`src/rtl/note_player.sv`:
```
// Buffered square-wave note player: a small {period, dur} FIFO drained back-to-back
// into a complementary piezo drive, with a done pulse when the queue runs dry.
module note_player #(
    parameter int FAST_SIM = 0,
    parameter int DEPTH    = 4
) (
    input  logic        clk,
    input  logic        rst_n,
    input  logic        wr_en,
    input  logic [14:0] period,
    input  logic [23:0] dur,
    input  logic        clr,
    output logic        full,
    output logic        playing,
    output logic        done,
    output logic        piezo,
    output logic        piezo_n
);
    localparam int            AW       = $clog2(DEPTH);
    localparam logic [23:0]   STEP     = (FAST_SIM != 0) ? 24'd16 : 24'd1;
    localparam logic [AW:0]   CNT_FULL = (AW+1)'(DEPTH);
    localparam logic [0:0]    IDLE     = 1'b0;
    localparam logic [0:0]    PLAY     = 1'b1;

    logic [38:0]   mem_q [DEPTH];
    logic [AW-1:0] wr_ptr_q, wr_ptr_d, rd_ptr_q, rd_ptr_d;
    logic [AW:0]   count_q, count_d;
    logic [0:0]    state_q, state_d;
    logic [14:0]   per_q, per_d, tone_q, tone_d;
    logic [23:0]   dur_q, dur_d;
    logic          full_q, playing_q, done_q, piezo_q, piezo_n_q;
    logic          push, pop, done_d, sound_d, piezo_d;
    logic [38:0]   head;
    logic [15:0]   half_d;

    assign head = mem_q[rd_ptr_q];
    // Full is judged on the pre-pop count: a push while full is dropped even if a pop frees a slot.
    assign push = wr_en && (count_q != CNT_FULL) && !clr;

    always_comb begin
        state_d = state_q;
        per_d   = per_q;
        dur_d   = dur_q;
        tone_d  = tone_q;
        pop     = 1'b0;
        done_d  = 1'b0;
        if (clr) begin
            state_d = IDLE;
            per_d   = '0;
            dur_d   = '0;
            tone_d  = '0;
        end else if (state_q == IDLE) begin
            pop = (count_q != '0);
        end else if (dur_q <= STEP) begin
            if (count_q != '0) begin
                pop = 1'b1;
            end else begin
                state_d = IDLE;
                per_d   = '0;
                dur_d   = '0;
                tone_d  = '0;
                done_d  = 1'b1;
            end
        end else begin
            dur_d  = dur_q - STEP;
            tone_d = (per_q == '0 || tone_q == per_q - 15'd1) ? '0 : tone_q + 15'd1;
        end
        if (pop) begin
            state_d = PLAY;
            per_d   = head[38:24];
            dur_d   = head[23:0];
            tone_d  = '0;
        end
    end

    assign wr_ptr_d = clr ? '0 : wr_ptr_q + AW'(push);
    assign rd_ptr_d = clr ? '0 : rd_ptr_q + AW'(pop);
    assign count_d  = clr ? '0 : count_q + (AW+1)'(push) - (AW+1)'(pop);

    assign sound_d = (state_d == PLAY) && (per_d != '0);
    assign half_d  = ({1'b0, per_d} + 16'd1) >> 1;
    assign piezo_d = sound_d && ({1'b0, tone_d} < half_d);

    always_ff @(posedge clk) begin
        if (push) begin
            mem_q[wr_ptr_q] <= {period, dur};
        end
    end

    always_ff @(posedge clk or negedge rst_n) begin
        if (!rst_n) begin
            wr_ptr_q  <= '0;
            rd_ptr_q  <= '0;
            count_q   <= '0;
            state_q   <= IDLE;
            per_q     <= '0;
            dur_q     <= '0;
            tone_q    <= '0;
            full_q    <= 1'b0;
            playing_q <= 1'b0;
            done_q    <= 1'b0;
            piezo_q   <= 1'b0;
            piezo_n_q <= 1'b0;
        end else begin
            wr_ptr_q  <= wr_ptr_d;
            rd_ptr_q  <= rd_ptr_d;
            count_q   <= count_d;
            state_q   <= state_d;
            per_q     <= per_d;
            dur_q     <= dur_d;
            tone_q    <= tone_d;
            full_q    <= (count_d == CNT_FULL);
            playing_q <= (state_d == PLAY);
            done_q    <= done_d;
            piezo_q   <= piezo_d;
            piezo_n_q <= sound_d && !piezo_d;
        end
    end

    assign full    = full_q;
    assign playing = playing_q;
    assign done    = done_q;
    assign piezo   = piezo_q;
    assign piezo_n = piezo_n_q;
endmodule

```
`config.mk`:
```
export PLATFORM = sky130hd
export DESIGN_NAME = note_player
export DESIGN_NICKNAME = d
export VERILOG_FILES = /design/src/rtl/note_player.sv
export SDC_FILE = /design/constraint.sdc
export NUM_CORES = 1
export LEC_CHECK = 0
export CAP_MARGIN = 25
export CORE_UTILIZATION = 55
export CTS_BUF_LIST = sky130_fd_sc_hd__clkbuf_2
export CTS_CLUSTER_DIAMETER = 120
export DETAILED_ROUTE_END_ITERATION = 16
export PLACE_DENSITY = 0.76
export RECOVER_POWER = 50
export SYNTH_ARGS = -nofsm -noshare
export SYNTH_HDL_FRONTEND = slang
export SYNTH_SLANG_ARGS = --single-unit
```
`constraint.sdc`:
```
create_clock -name clk -period 4.9 [get_ports clk]
set_clock_uncertainty 0.15 [all_clocks]
set_input_delay 1.225 -clock clk [delete_from_list [all_inputs] [get_ports clk]]
set_output_delay 1.225 -clock clk [all_outputs]
set_load 0.02 [all_outputs]
```
==> results.sh, run 1 <==
export IMPL_endpoint_kind="register"
export IMPL_start_kind="register"
export IMPL_synth_edff_count=156
export IMPL_synth_fa_ha_area_frac=0.0306
export IMPL_grt_max_degree=40
export IMPL_clock_sinks=222
export IMPL_reg2regPathDepth=18
export IMPL_outcome="finished, violations left"
export IMPL_multiInputGateArea_um2=4370
export IMPL_placed_area_um2=11900
export IMPL_powerDensity_nw_per_um2=546
export IMPL_timing_rr_start="per_q[0]"
export IMPL_hp_start="dur_q[10]"
export IMPL_synth_largest_area_cell="edfxtp_1"
export IMPL_period_needed_ns=4.66
export IMPL_cp_required_ns=5.43
export IMPL_crit_type="register to register"
export IMPL_clk_pin_slew_ns=0.11
export IMPL_worstMarginPinSlew_ns=2.15
export IMPL_muxShareOfSynthArea=0.0869
export IMPL_maxCapViolCount=2
export IMPL_setup_viol=0
export IMPL_total_power_uw=6820
export IMPL_final_nets=1020
export IMPL_drt_iter0_drc=700
export IMPL_htreeDepth=2
export IMPL_synthSimpleGateAreaFrac=0.137
export IMPL_syn_nets=911
export IMPL_clockBufferDepth=3
export IMPL_synth_top_area_frac=0.430
export IMPL_port_buffer_count=47
export IMPL_holdBufCountCts=0
export IMPL_relSlewSlack=-0.431
export IMPL_p_leak_uw=0.00462
export IMPL_seqCellArea_um2=6340
export IMPL_worstHoldPathType="register to register"
export IMPL_rows=51
export IMPL_fp_dieH_um=143
export IMPL_grt_ovfl_total=0
export IMPL_route_detailed_drc=0
export IMPL_vias_per_cell=6.07
export IMPL_drv_slew=69
export IMPL_synth_xor_area_frac=0.0258
export IMPL_ys_seq_area_frac=0.582
export IMPL_avgSynthCellArea_um2=12.9
export IMPL_io_pins=48
export IMPL_die_x_um=143
export IMPL_synth_async_sr_flop_share=0.297
export IMPL_r2r_setup_slack_ns=0.24
export IMPL_violations="max-capacitance violations, max-slew violations"
export IMPL_syn_to_final_growth_pct=14.8
export IMPL_syn_area_um2=10900
export IMPL_fin_area_um2=12500
export IMPL_wl_per_cell_um=19.4
export IMPL_numCtsBuffers=54
export IMPL_synth_cells=842
export IMPL_worstPathMaxFanout=9
export IMPL_dieArea_um2=20400
export IMPL_max_freq_ghz=0.215
export IMPL_cts_tree="yes"
export IMPL_post_route_period_util=0.950
export IMPL_vdd_drop_max_v=0.000256
export IMPL_synthTopCellsByArea="edfxtp_1 (43%), dfrtp_1 (15%), mux4_2 (8.1%)"
export IMPL_gp_congestion=0.916
export IMPL_yosysUniqueCellTypes=79
export IMPL_first_pass_iters=7
export IMPL_cts_root_buffer="clkbuf_2"
export IMPL_hold_end="dur_q[10]"
export IMPL_ys_warn_count=0
export IMPL_grt_pass1_vias=7397
export IMPL_grt_pass1_wl_um=38700
export IMPL_dp_hpwl_um=16600
export IMPL_drive_gt1_frac=0.222
export IMPL_grt_antenna_before_repair=2
export IMPL_dr_total_vias=7661
export IMPL_core_um2=19400
export IMPL_fill_cells=1518
export IMPL_finalHoldViolCount=0
export IMPL_rsz0062_at_grt="no"
export IMPL_synth_compound_area_frac=0.112
export IMPL_drt_wl_total_um=24500
export IMPL_gr_usage_all_layers=0.250
export IMPL_synth_ff_type="edfxtp_1"
export IMPL_hold_path_depth=2
export IMPL_initial_core_util=0.561
export IMPL_synth_top_family_by_area="simple AND/OR/NAND/NOR gates"
export IMPL_clk_insertion_delay_late_ns=0.85
export IMPL_detail_route_antenna_nets=0
export IMPL_ys_ff_latch=222
export IMPL_crit_arrival_ns=5.19
export IMPL_r2r_end="piezo"
synthesized netlist by cell type (all sizes together) (10+ instances only):
cell,count
a21oi,37
nor3,31
inv,18
nor4,14
buf,12
nand4b,11
ha,25
nand4,12
o21ai,56
o211ai,10
xnor2,23
nand2,62
a22oi,10
nor2b,13
clkbuf,35
and3,12
mux4,39
nor2,47
a31oi,15
nand3,25
edfxtp,156
dfrtp,66
through the flow:
step	TNS [ns]	hold WS, ns	setup WS, ns	instances	util
final	0	0.413	0.243	1263	0.644
after global routing	0	0.449	0.0199	1263	0.644
after CTS	0	0.347	0.0312	1259	0.641
after detailed placement	-0.0527	0.379	-0.0527	1158	0.614
after global placement	0	0.367	0.0645	1158	0.614
after floorplan	0	0.335	0.116	842	-
critical path, stage by stage (launching register included):
cell and delay (ns):
dfrtp_1 0.42, or4_4 0.54, or3_4 0.40, a2111oi_4 0.37
o2111ai_2 0.21, a2111oi_4 0.40, nor2_4 0.12, buf_4 0.18
nand3_1 0.15, o21ai_0 0.15, ha_1 0.35, a41oi_1 0.21
o21ai_0 0.10, a21oi_1 0.16, buf_4 0.14, nand2_1 0.04
nand2_1 0.05, nand2_1 0.05, a311oi_1 0.27
registers in the layout (all words and copies together) (netlist names):
name,count
per_q,15
playing,1
full,1
done,1
wr_ptr_q,2
mem_q,156
rd_ptr_q,2
piezo_n,1
tone_q,15
piezo,1
count_q,3
dur_q,24
worst max path at each step:
stage / startpoint / to / slack (ns) / depth (start not counted)
2_1_floorplan: dur_q[12] / piezo / 0.12 / 21
3_3_place_gp: clr / piezo / 0.06 / 16
3_5_place_dp: clr / piezo / -0.05 / 16
4_1_cts: per_q[0] / piezo / 0.03 / 18
5_1_grt: dur_q[7] / piezo / 0.02 / 18
6_report: per_q[0] / piezo / 0.24 / 18
repair_timing:
action                                  CTS  global route
pin swaps                                 0             4
buffers inserted                          0             2
resized for setup                         2             9
endpoints found under the setup margin    1             2
cells by family after synthesis:
family / after synthesis
DFF: 222
AOI/OAI and AO/OA: 179
buffers and inverters: 66
muxes: 45
adders and majority gates: 26
and+or+nand+nor: 272
xor gates and xnor gates: 32
layout make-up:
class,instances,share of cell area
Sequential cell,222,0.507
Timing Repair Buffer,100,0.0694
Clock buffer,79,0.0316
Multi-Input combinational cell,554,0.350
Tap cell,265,0.0265
Clock inverter,22,0.00931
Antenna cell,2,0.000401
Inverter,19,0.00571
layer usage:
metal / vias to the layer above / global-route usage / routed length (um)
met5: - / 0 / 0
met2: 294 / 0.399 / 11600
met4: 0 / 0.0928 / 581
li1: 3560 / - / -
met3: 54 / 0.0503 / 1650
met1: 3753 / 0.341 / 10600
power breakdown:
part	internal, uW	switching, uW	leakage, uW
clock	493	719	0.000386
sequential	2230	304	0.00230
combinational	1300	1770	0.00193
total	4030	2800	0.00462
cells in the final DEF, fill, tap and decap left out, drive strengths merged, types with 13 or more instances in the layout:
cell,count
a21oi,37
a31oi,15
buf,51
clkbuf,82
clkinv,20
dfrtp,66
dlygate4sd3,40
edfxtp,156
ha,25
inv,20
mux4,39
nand2,62
nand3,25
nor2,47
nor2b,13
nor3,31
nor4,14
o21ai,56
xnor2,23
Power figures use the tool's default switching activity.
==> inputs of run 2 (changes only) <==
--- a/config.mk
+++ b/config.mk
@@ -10,6 +10,7 @@
 export CTS_BUF_LIST = sky130_fd_sc_hd__clkbuf_2
 export CTS_CLUSTER_DIAMETER = 120
 export DETAILED_ROUTE_END_ITERATION = 16
+export MAX_ROUTING_LAYER = met4
 export PLACE_DENSITY = 0.76
 export RECOVER_POWER = 50
 export SYNTH_ARGS = -nofsm -noshare
==> run 2 against run 1 <==
The run still ends with max-capacitance violations, max-slew violations left. Critical path depth is the same. Worst hold slack lost 0.0094 ns. Via count shrank 0.56%. Largest cell class unchanged.
==> results.sh, run 2 (same netlist as run 1, synthesis figures left out) <==
export IMPL_outcome="finished, violations left"
export IMPL_violations="max-capacitance violations, max-slew violations"
export IMPL_clk_pin_slew_ns=0.11
export IMPL_rsz0062_at_grt="no"
export IMPL_drt_wl_total_um=24400
export IMPL_clk_insertion_delay_late_ns=0.86
export IMPL_cpMostUsedCell="nand2_1"
export IMPL_gp_congestion=0.932
export IMPL_crit_family="compound AO/OA/AOI/OAI gates"
export IMPL_drive_gt1_frac=0.222
export IMPL_drv_slew=69
export IMPL_drt_iter0_drc=690
export IMPL_slowest_delay_ns=0.54
export IMPL_final_common_cell="edfxtp_1"
export IMPL_grt_max_degree=40
export IMPL_gr_usage_all_layers=0.258
export IMPL_grt_pass1_vias=7398
export IMPL_initial_core_util=0.561
export IMPL_p_leak_uw=0.00462
export IMPL_powerDensity_nw_per_um2=546
export IMPL_grt_ovfl_total=0
export IMPL_numCtsBuffers=54
export IMPL_seqCellArea_um2=6340
export IMPL_grt_antenna_before_repair=2
export IMPL_fin_ws_ns=0.221
export IMPL_worst_path_buf_inv=2
export IMPL_htreeDepth=2
export IMPL_final_nets=1020
export IMPL_worstHoldPathType="register to register"
export IMPL_dr_total_vias=7618
export IMPL_cp_slowest_cell="or4_4"
export IMPL_vdd_drop_max_v=0.000255
export IMPL_cts_root_buffer="clkbuf_2"
export IMPL_io_pins=48
export IMPL_start_kind="register"
export IMPL_wl_per_cell_um=19.3
export IMPL_post_route_period_util=0.955
export IMPL_worstMarginPinSlew_ns=2.17
export IMPL_top_register="mem_q"
export IMPL_finalSetupTns_ns=0
export IMPL_first_pass_iters=7
export IMPL_setup_viol=0
export IMPL_finalHoldViolCount=0
export IMPL_final_cell_mix="edfxtp_1 (156), clkbuf_2 (79), dfrtp_1 (64)"
export IMPL_clockBufferDepth=3
export IMPL_crit_arrival_ns=5.20
export IMPL_cts_tree="yes"
export IMPL_route_detailed_drc=0
export IMPL_dp_hpwl_um=16600
export IMPL_grt_pass1_wl_um=38700
export IMPL_fill_cells=1518
export IMPL_detail_route_antenna_nets=0
export IMPL_max_freq_ghz=0.214
export IMPL_vias_per_cell=6.03
export IMPL_port_buffer_count=47
export IMPL_core_um2=19400
export IMPL_clock_sinks=222
export IMPL_largest_register_ffs=156
export IMPL_worstPathMaxFanout=9
export IMPL_crit_type="register to register"
export IMPL_cp_required_ns=5.42
export IMPL_dieArea_um2=20400
export IMPL_relSlewSlack=-0.445
export IMPL_multiInputGateArea_um2=4370
export IMPL_reg_top3="mem_q (156), dur_q (24)"
export IMPL_fin_util=0.644
export IMPL_endpoint_kind="register"
export IMPL_preCtsSetupSlack_ns=-0.0527
export IMPL_period_needed_ns=4.68
export IMPL_fp_dieH_um=143
export IMPL_syn_to_final_growth_pct=14.8
export IMPL_maxCapViolCount=2
export IMPL_rows=51
export IMPL_die_x_um=143
export IMPL_path_cells="or4_4, or3_4, a2111oi_4, o2111ai_2, a2111oi_4, nor2_4, buf_4, nand3_1, o21ai_0, ha_1, a41oi_1, o21ai_0, a21oi_1, buf_4, nand2_1, nand2_1, nand2_1, a311oi_1"
run 2: cell counts in the layout (fill, tap and decap cells not counted):
No cell type changed its count.
run 2: timing repair:
| action | 4_1_cts | 5_1_grt |
|---|---|---|
| pin swaps | 0 | 4 |
| endpoints found under the setup margin | 1 | 2 |
| resized for setup | 2 | 9 |
| buffers inserted | 0 | 2 |
| hold buffers | 0 | 0 |
run 2: worst reg2reg max path, cell delays in order, from the launching register on:
cell       delay [ns]
dfrtp_1          0.42
or4_4            0.54
or3_4            0.40
a2111oi_4        0.37
o2111ai_2        0.20
a2111oi_4        0.41
nor2_4           0.12
buf_4            0.19
nand3_1          0.15
o21ai_0          0.15
ha_1             0.35
a41oi_1          0.21
o21ai_0          0.10
a21oi_1          0.15
buf_4            0.14
nand2_1          0.04
nand2_1          0.05
nand2_1          0.04
a311oi_1         0.29
run 2: through the flow:
step	instance area, um2	cells	total power [uW]	hold WS [ns]
floorplan	10900	842	4610	0.335
global placement	11900	1158	5460	0.367
detailed placement	11900	1158	5510	0.379
CTS	12400	1259	6730	0.347
global route	12500	1263	7260	0.449
finish	12500	1263	6820	0.403
run 2: cell type report:
class	count	share of cell area
clock inverters	22	0.00931
well taps	265	0.0265
inverters	19	0.00571
clock buffers	79	0.0316
diodes	2	0.000401
repair buffers	100	0.0694
flip-flops and latches	222	0.507
multi-input cells	554	0.350
run 2: power breakdown:
part | switching, uW | total, uW | internal, uW
sequential | 304 | 2540 | 2230
combinational | 1770 | 3070 | 1300
clock | 718 | 1210 | 492
total | 2790 | 6820 | 4030
run 2: final timing paths:
| kind | start | to | slack, ns | depth (start not counted) |
|---|---|---|---|---|
| min in group asynchronous | rst_n | per_q[0] | 0.83 | 1 |
| min | dur_q[10] | dur_q[10] | 0.40 | 2 |
| min reg2reg | dur_q[10] | dur_q[10] | 0.40 | 2 |
| max in group asynchronous | rst_n | dur_q[10] | 1.31 | 2 |
| max reg2reg | per_q[0] | piezo | 0.22 | 18 |
| max | per_q[0] | piezo | 0.22 | 18 |
run 2: metal layers:
metal | vias to the layer above | part of all wire | global-route usage
li1 | 3562 | - | -
met1 | 3737 | 0.43 | 0.341
met2 | 273 | 0.48 | 0.399
met3 | 46 | 0.067 | 0.0496
met4 | 0 | 0.023 | 0.0928
met5 | - | 0 | -
